[src/rtl/lzc_stream_pkg.sv]
// Shared types and helpers for the streaming leading-zero/one counter.
package lzc_stream_pkg;

  // Operand accumulation states.
  typedef enum logic [1:0] {
    IDLE  = 2'd0,
    ACCUM = 2'd1,
    SKIP  = 2'd2,
    DONE  = 2'd3
  } state_e;

  // Count width wide enough to hold WIDTH*MAX_BEATS without wrap.
  function automatic int cnt_w(input int width, input int max_beats);
    return $clog2(width * max_beats) + 1;
  endfunction

endpackage

[src/rtl/lzc_core.sv]
// Combinational single-beat leading-zero counter.
// Log-depth search: each level asks whether the upper half of the
// remaining window is empty and, if so, records a count bit and shifts
// the lower half up.
module lzc_core #(
  parameter int WIDTH = 64,
  localparam int ZW = $clog2(WIDTH)
) (
  input  logic [WIDTH-1:0] d,
  output logic [ZW-1:0]    z,
  output logic             v
);

  logic [WIDTH-1:0] rem;

  // Binary search for the first set bit, MSB side first.
  always_comb begin
    rem = d;
    z   = '0;
    for (int s = ZW - 1; s >= 0; s--) begin
      if ((rem >> (WIDTH - (1 << s))) == '0) begin
        z[s] = 1'b1;
        rem  = rem << (1 << s);
      end
    end
    v = |d;
  end

endmodule

[src/rtl/lzc_stream.sv]
// Multi-beat leading-zero/one counter with valid/ready on both sides.
// Beats arrive MSB-first; one registered result per operand.
module lzc_stream
  import lzc_stream_pkg::*;
#(
  parameter int WIDTH     = 64,
  parameter int MAX_BEATS = 4,
  localparam int CNT_W    = cnt_w(WIDTH, MAX_BEATS)
) (
  input  logic             clk,
  input  logic             rst,
  input  logic             in_valid,
  output logic             in_ready,
  input  logic [WIDTH-1:0] in_data,
  input  logic             in_last,
  input  logic             in_mode,
  output logic             out_valid,
  input  logic             out_ready,
  output logic [CNT_W-1:0] out_cnt,
  output logic             out_all,
  output logic             out_err
);

  localparam int ZW   = $clog2(WIDTH);
  localparam int BC_W = $clog2(MAX_BEATS + 2);
  localparam logic [BC_W-1:0] BC_SAT = BC_W'(MAX_BEATS + 1);
  localparam logic [BC_W-1:0] BC_MAX = BC_W'(MAX_BEATS);

  state_e           state_q;
  logic [CNT_W-1:0] cnt_q, cnt_d, cnt_base;
  logic [BC_W-1:0]  bc_q, bc_d, bc_base;
  logic             err_q, err_d, err_base;
  logic             found_d, found_base;
  logic             mode_q, mode_eff;
  logic             out_valid_q, out_all_q, out_err_q;
  logic [CNT_W-1:0] out_cnt_q;

  logic             accept, first;
  logic [WIDTH-1:0] beat_d;
  logic [ZW-1:0]    core_z;
  logic             core_v;

  // A new result can be taken whenever the output slot is free or draining.
  assign in_ready = !rst && (!out_valid_q || out_ready);
  assign accept   = in_valid && in_ready;
  // Any beat taken while no operand is open starts a new one (DONE can only
  // accept while its result is retiring the same cycle).
  assign first    = (state_q == IDLE) || (state_q == DONE);
  assign mode_eff = first ? in_mode : mode_q;
  assign beat_d   = mode_eff ? ~in_data : in_data;

  lzc_core #(.WIDTH(WIDTH)) u_core (
    .d (beat_d),
    .z (core_z),
    .v (core_v)
  );

  // Next accumulator values for the beat currently offered.
  always_comb begin
    cnt_base   = first ? '0 : cnt_q;
    bc_base    = first ? '0 : bc_q;
    err_base   = first ? 1'b0 : err_q;
    found_base = first ? 1'b0 : (state_q == SKIP);
    bc_d       = (bc_base == BC_SAT) ? bc_base : bc_base + BC_W'(1);
    cnt_d      = cnt_base;
    err_d      = err_base;
    found_d    = found_base;
    if (bc_d > BC_MAX) begin
      err_d = 1'b1;
    end else if (!found_base) begin
      if (core_v) begin
        cnt_d   = cnt_base + CNT_W'(core_z);
        found_d = 1'b1;
      end else begin
        cnt_d = cnt_base + CNT_W'(WIDTH);
      end
    end
  end

  // Operand FSM, accumulator state and registered result.
  always_ff @(posedge clk) begin
    if (rst) begin
      state_q     <= IDLE;
      cnt_q       <= '0;
      bc_q        <= '0;
      err_q       <= 1'b0;
      mode_q      <= 1'b0;
      out_valid_q <= 1'b0;
      out_cnt_q   <= '0;
      out_all_q   <= 1'b0;
      out_err_q   <= 1'b0;
    end else if (accept) begin
      cnt_q <= cnt_d;
      bc_q  <= bc_d;
      err_q <= err_d;
      if (first) mode_q <= in_mode;
      if (in_last) begin
        state_q     <= DONE;
        out_valid_q <= 1'b1;
        out_cnt_q   <= cnt_d;
        out_all_q   <= !found_d;
        out_err_q   <= err_d;
      end else begin
        state_q     <= found_d ? SKIP : ACCUM;
        out_valid_q <= 1'b0;
      end
    end else if (out_valid_q && out_ready) begin
      state_q     <= IDLE;
      out_valid_q <= 1'b0;
    end
  end

  assign out_valid = out_valid_q;
  assign out_cnt   = out_cnt_q;
  assign out_all   = out_all_q;
  assign out_err   = out_err_q;

endmodule

[config.mk]
export PLATFORM = sky130hd
export DESIGN_NAME = lzc_stream
export DESIGN_NICKNAME = d
export VERILOG_FILES = /design/src/rtl/lzc_stream_pkg.sv /design/src/rtl/lzc_core.sv /design/src/rtl/lzc_stream.sv
export SDC_FILE = /design/constraint.sdc
export NUM_CORES = 1
export LEC_CHECK = 0
export BUFFER_PORTS_ARGS = -buffer_cell sky130_fd_sc_hd__buf_2
export CORE_ASPECT_RATIO = 0.5
export CORE_MARGIN = 2
export CORE_UTILIZATION = 55
export DETAILED_ROUTE_END_ITERATION = 10
export PLACE_DENSITY_LB_ADDON = 0.1
export RECOVER_POWER = 25
export SETUP_SLACK_MARGIN = 0.02
export SYNTH_ARGS = -nofsm -noshare
export SYNTH_HDL_FRONTEND = slang
export SYNTH_SLANG_ARGS = --single-unit
[constraint.sdc]
create_clock -name clk -period 11.95 [get_ports clk]
set_input_delay 1.7925 -clock clk [delete_from_list [all_inputs] [get_ports clk]]
set_output_delay 1.7925 -clock clk [all_outputs]
set_load 0.05 [all_outputs]
==> flow_summary.ini <==
[clock_network]
clock_path_buffers = 2
path_clk_slew_ns = 0.07
clk_latency_ns = 0.26
cts-hold-fix-buffers = 0
cts_resized = 0
cts_tree = yes
postCtsSetupBuffers = 0
cts_sinks = 28
cts_root_buf = clkbuf_16
cts_made_buffers = 3
h-tree-depth = 1

[logic_synthesis]
synth_top_cell_by_area = dfxtp_1
postSynth.asyncResetShare_pct = 0
synth_area_um2 = 3150
ys_types = 73
synth_seq_cells = 28
yosysTopAreaCellShare_pct = 17.8
synth-edff-count = 0
syn_nets = 489
ys.warnings.count = 0
yosys-top-cells-count = 39 x nor2_1, 28 x dfxtp_1, 24 x nand2_1, 23 x a211oi_1, 21 x o21ai_0
yosysSeqAreaShare_pct = 17.8
synthCells = 408
ys.flop_type = dfxtp_1
yosysMostFrequentCell = nor2_1
synthTopCellsByArea = dfxtp_1 18%, a211oi_1 5.5%, nor2_1 4.6%
syn_avg_cell_area_um2 = 7.73

[timing]
tns_ns = 0
worstMarginPinSlew_ns = 1.22
rsz0062_at_grt = no
max_freq_mhz = 140
min_period_ns = 7.15
fin_crit_sh_pct = 59.9
drv_slew = 0
hold_viol = 0
finalSetupViolCount = 0
skew_ns = 0.00562
max-slew-margin-rel_pct = 18.8

[worst_setup_path]
worst-path-stages = 22
cp.required_ns = 12.07
path_buf_inv = 2
critPathTopFamily = compound AO/OA/AOI/OAI gates
crit_slowest_cell = a21oi_1
max_stage_delay_ns = 0.95
worstPathArrival_ns = 7.27
path_class = in -> reg
ff2ff_path_depth = 23
cpMostUsedCell = a21oi_1
cp-end-kind = flop
cp_max_fo = 71
start_kind = input port
path_cells = buf_2 -> mux2_2 -> buf_4 -> nor3_2 -> a21oi_1 -> nor4_1 -> a221oi_1 -> nand4bb_2 -> a21oi_4 -> a221oi_4 -> a211oi_1 -> ha_1 -> a21o_1 -> a21oi_1 -> o21bai_1 -> a21oi_1 -> nor2b_1 -> o21ai_0 -> or3b_1 -> a31oi_1 -> a31oi_1 -> o21ai_0
r2r_end = cnt_q[7]$_SDFFE_PP0P_
r2r_setup_slack_ns = 5.25
r2r_start = state_q[0]$_SDFFE_PP0P_

[power]
vdd_drop_max_v = 0.0000929
p_sw_share_pct = 34.9
powerDensity_nw_per_um2 = 77.9
pwr-share-seq_pct = 35.0
p_switching_w = 0.0000984
internal_power_w = 0.000184
combPwrFrac_pct = 35.7
power.leakage_nw = 1.39
p_clk_share_pct = 29.3

[final_layout]
area_delta_synth_final_pct = 14.7
seq_area_um2 = 561
drive_gt1_share_pct = 21.4
finalNetCount = 553
multi_input_area_um2 = 2440
n_fill_cell = 511
antennaDiodeCount = 0
utilization_pct = 65.6

[placed_design]
dp_hpwl_um = 7940
place_congestion = 1.00
port_buffers = 82

[route]
wire_per_inst_um = 18.9
drt-total-wl_um = 10300
num_vias = 3764
final_antenna_net_count = 0
drt_iter0_markers = 501
vias_per_cell = 6.92
drc_errors = 0
drt_pre_antenna_iters = 5

[floorplanning]
rows = 19
die_area_um2 = 6390
die_w_um = 111
initial_core_util_pct = 57.2
io-pin-count = 83
die_h_um = 57.6
coreArea_um2 = 5520

[min_path]
min_from = out_all$_SDFFE_PP0P_
hold_path_class = reg -> reg
holdPathEnd = out_all$_SDFFE_PP0P_
hold_depth = 2

[global_route]
grt-busiest-layer = met2
grt_pass1_wl_um = 16700
antenna_found_initial = 0
gr-total-overflow = 0
use_met2_pct = 52.3
track_usage_pct = 32.0
gr-usage-met1_pct = 43.2
grt_pass1_vias = 3435
use_met3_pct = 6.38
grt_max_degree = 72

[run_status]
status = complete, no violations

[flow_run]
cap_violations = 0
==> sequential cells by signal, summed over array words and instances, names as in the netlist <==
signal	count
bc_q	3
cnt_q	9
err_q	1
mode_q	1
out_all	1
out_cnt	9
out_err	1
out_valid	1
state_q	2
==> through the flow <==
stage                     instances  area (µm²)  hold slack (ns)  worst slack [ns]  total power, W
after global placement          540        3540            0.439              4.99        0.000196
after floorplan                 408        3150            0.442              5.77        0.000163
final                           544        3620            0.470              4.80        0.000282
after detailed placement        540        3540            0.460              4.78        0.000198
after global routing            544        3620            0.506              4.37        0.000295
after CTS                       544        3630            0.469              4.97        0.000280
==> layout make-up <==
cell class | instances | share of cell area, %
Sequential cell | 28 | 15.5
Timing Repair Buffer | 83 | 11.2
Clock buffer | 4 | 2.46
Multi-Input combinational cell | 349 | 67.5
Inverter | 7 | 0.795
Tap cell | 73 | 2.52
==> cell families after synthesis <==
| family | after synthesis | synth area share, % |
|---|---|---|
| and+or+nand+nor | 181 | 33.4 |
| AOI/OAI and AO/OA | 141 | 34.2 |
| buffers and inverters | 31 | 4.76 |
| DFF | 28 | 17.8 |
| adders and majority gates | 11 | 4.60 |
| muxes | 10 | 3.61 |
| xor gates and xnor gates | 6 | 1.67 |
==> worst max path at each step <==
stage                                   end  slack (ns)   startpoint
floorplan           out_cnt[8]$_SDFFE_PP0P_        5.77  in_data[34]
global placement    out_cnt[7]$_SDFFE_PP0P_        4.99      in_mode
detailed placement    cnt_q[7]$_SDFFE_PP0P_        4.78      in_mode
CTS                   cnt_q[7]$_SDFFE_PP0P_        4.97      in_mode
global route        out_cnt[7]$_SDFFE_PP0P_        4.37      in_mode
finish                cnt_q[7]$_SDFFE_PP0P_        4.80      in_mode
==> power groups by stage <==
stage               registers (W)  clock network, W  logic (W)
floorplan                0.000106                 0  0.0000567
global placement         0.000101                 0  0.0000950
detailed placement       0.000101                 0  0.0000974
CTS                     0.0000987         0.0000828  0.0000980
global route            0.0000991         0.0000871   0.000109
finish                  0.0000987         0.0000825   0.000101
==> routing by layer <==
| layer | up-vias | routed length [µm] |
|---|---|---|
| li1 | 1769 | - |
| met1 | 1757 | 4580 |
| met2 | 208 | 4470 |
| met3 | 30 | 1010 |
| met4 | 0 | 243 |
| met5 | - | 0 |
==> cells in the final DEF (no fill, tap or decap), types with 3 or more instances in the layout <==
cell,netlist,routed
and3_1,3,3
nor3_1,14,14
nand2_1,24,24
o32ai_1,3,3
clkbuf_16,0,3
a311oi_1,4,4
nand4_1,15,15
nor4_1,12,12
o22ai_1,5,5
a31oi_1,13,13
xnor2_1,4,4
or4_1,5,5
nor2b_1,15,15
nand2b_1,5,5
a211o_1,5,5
o31ai_1,4,4
a21o_1,6,6
nand3b_1,13,13
mux2i_1,8,8
inv_1,6,6
o311a_1,13,13
nor2_1,39,39
o21ai_0,21,21
or3_1,3,3
clkbuf_1,14,10
o311ai_0,4,4
ha_1,10,10
nand3_1,11,11
a21oi_1,14,14
dfxtp_1,28,28
or4_4,3,3
buf_2,7,72
a211oi_1,23,23
==> worst min-delay path, cell delays in order (launching register included) <==
cell	delay [ns]
dfxtp_1	0.31
nand2_1	0.06
a21oi_1	0.06
(Power assumes the default switching activity.)
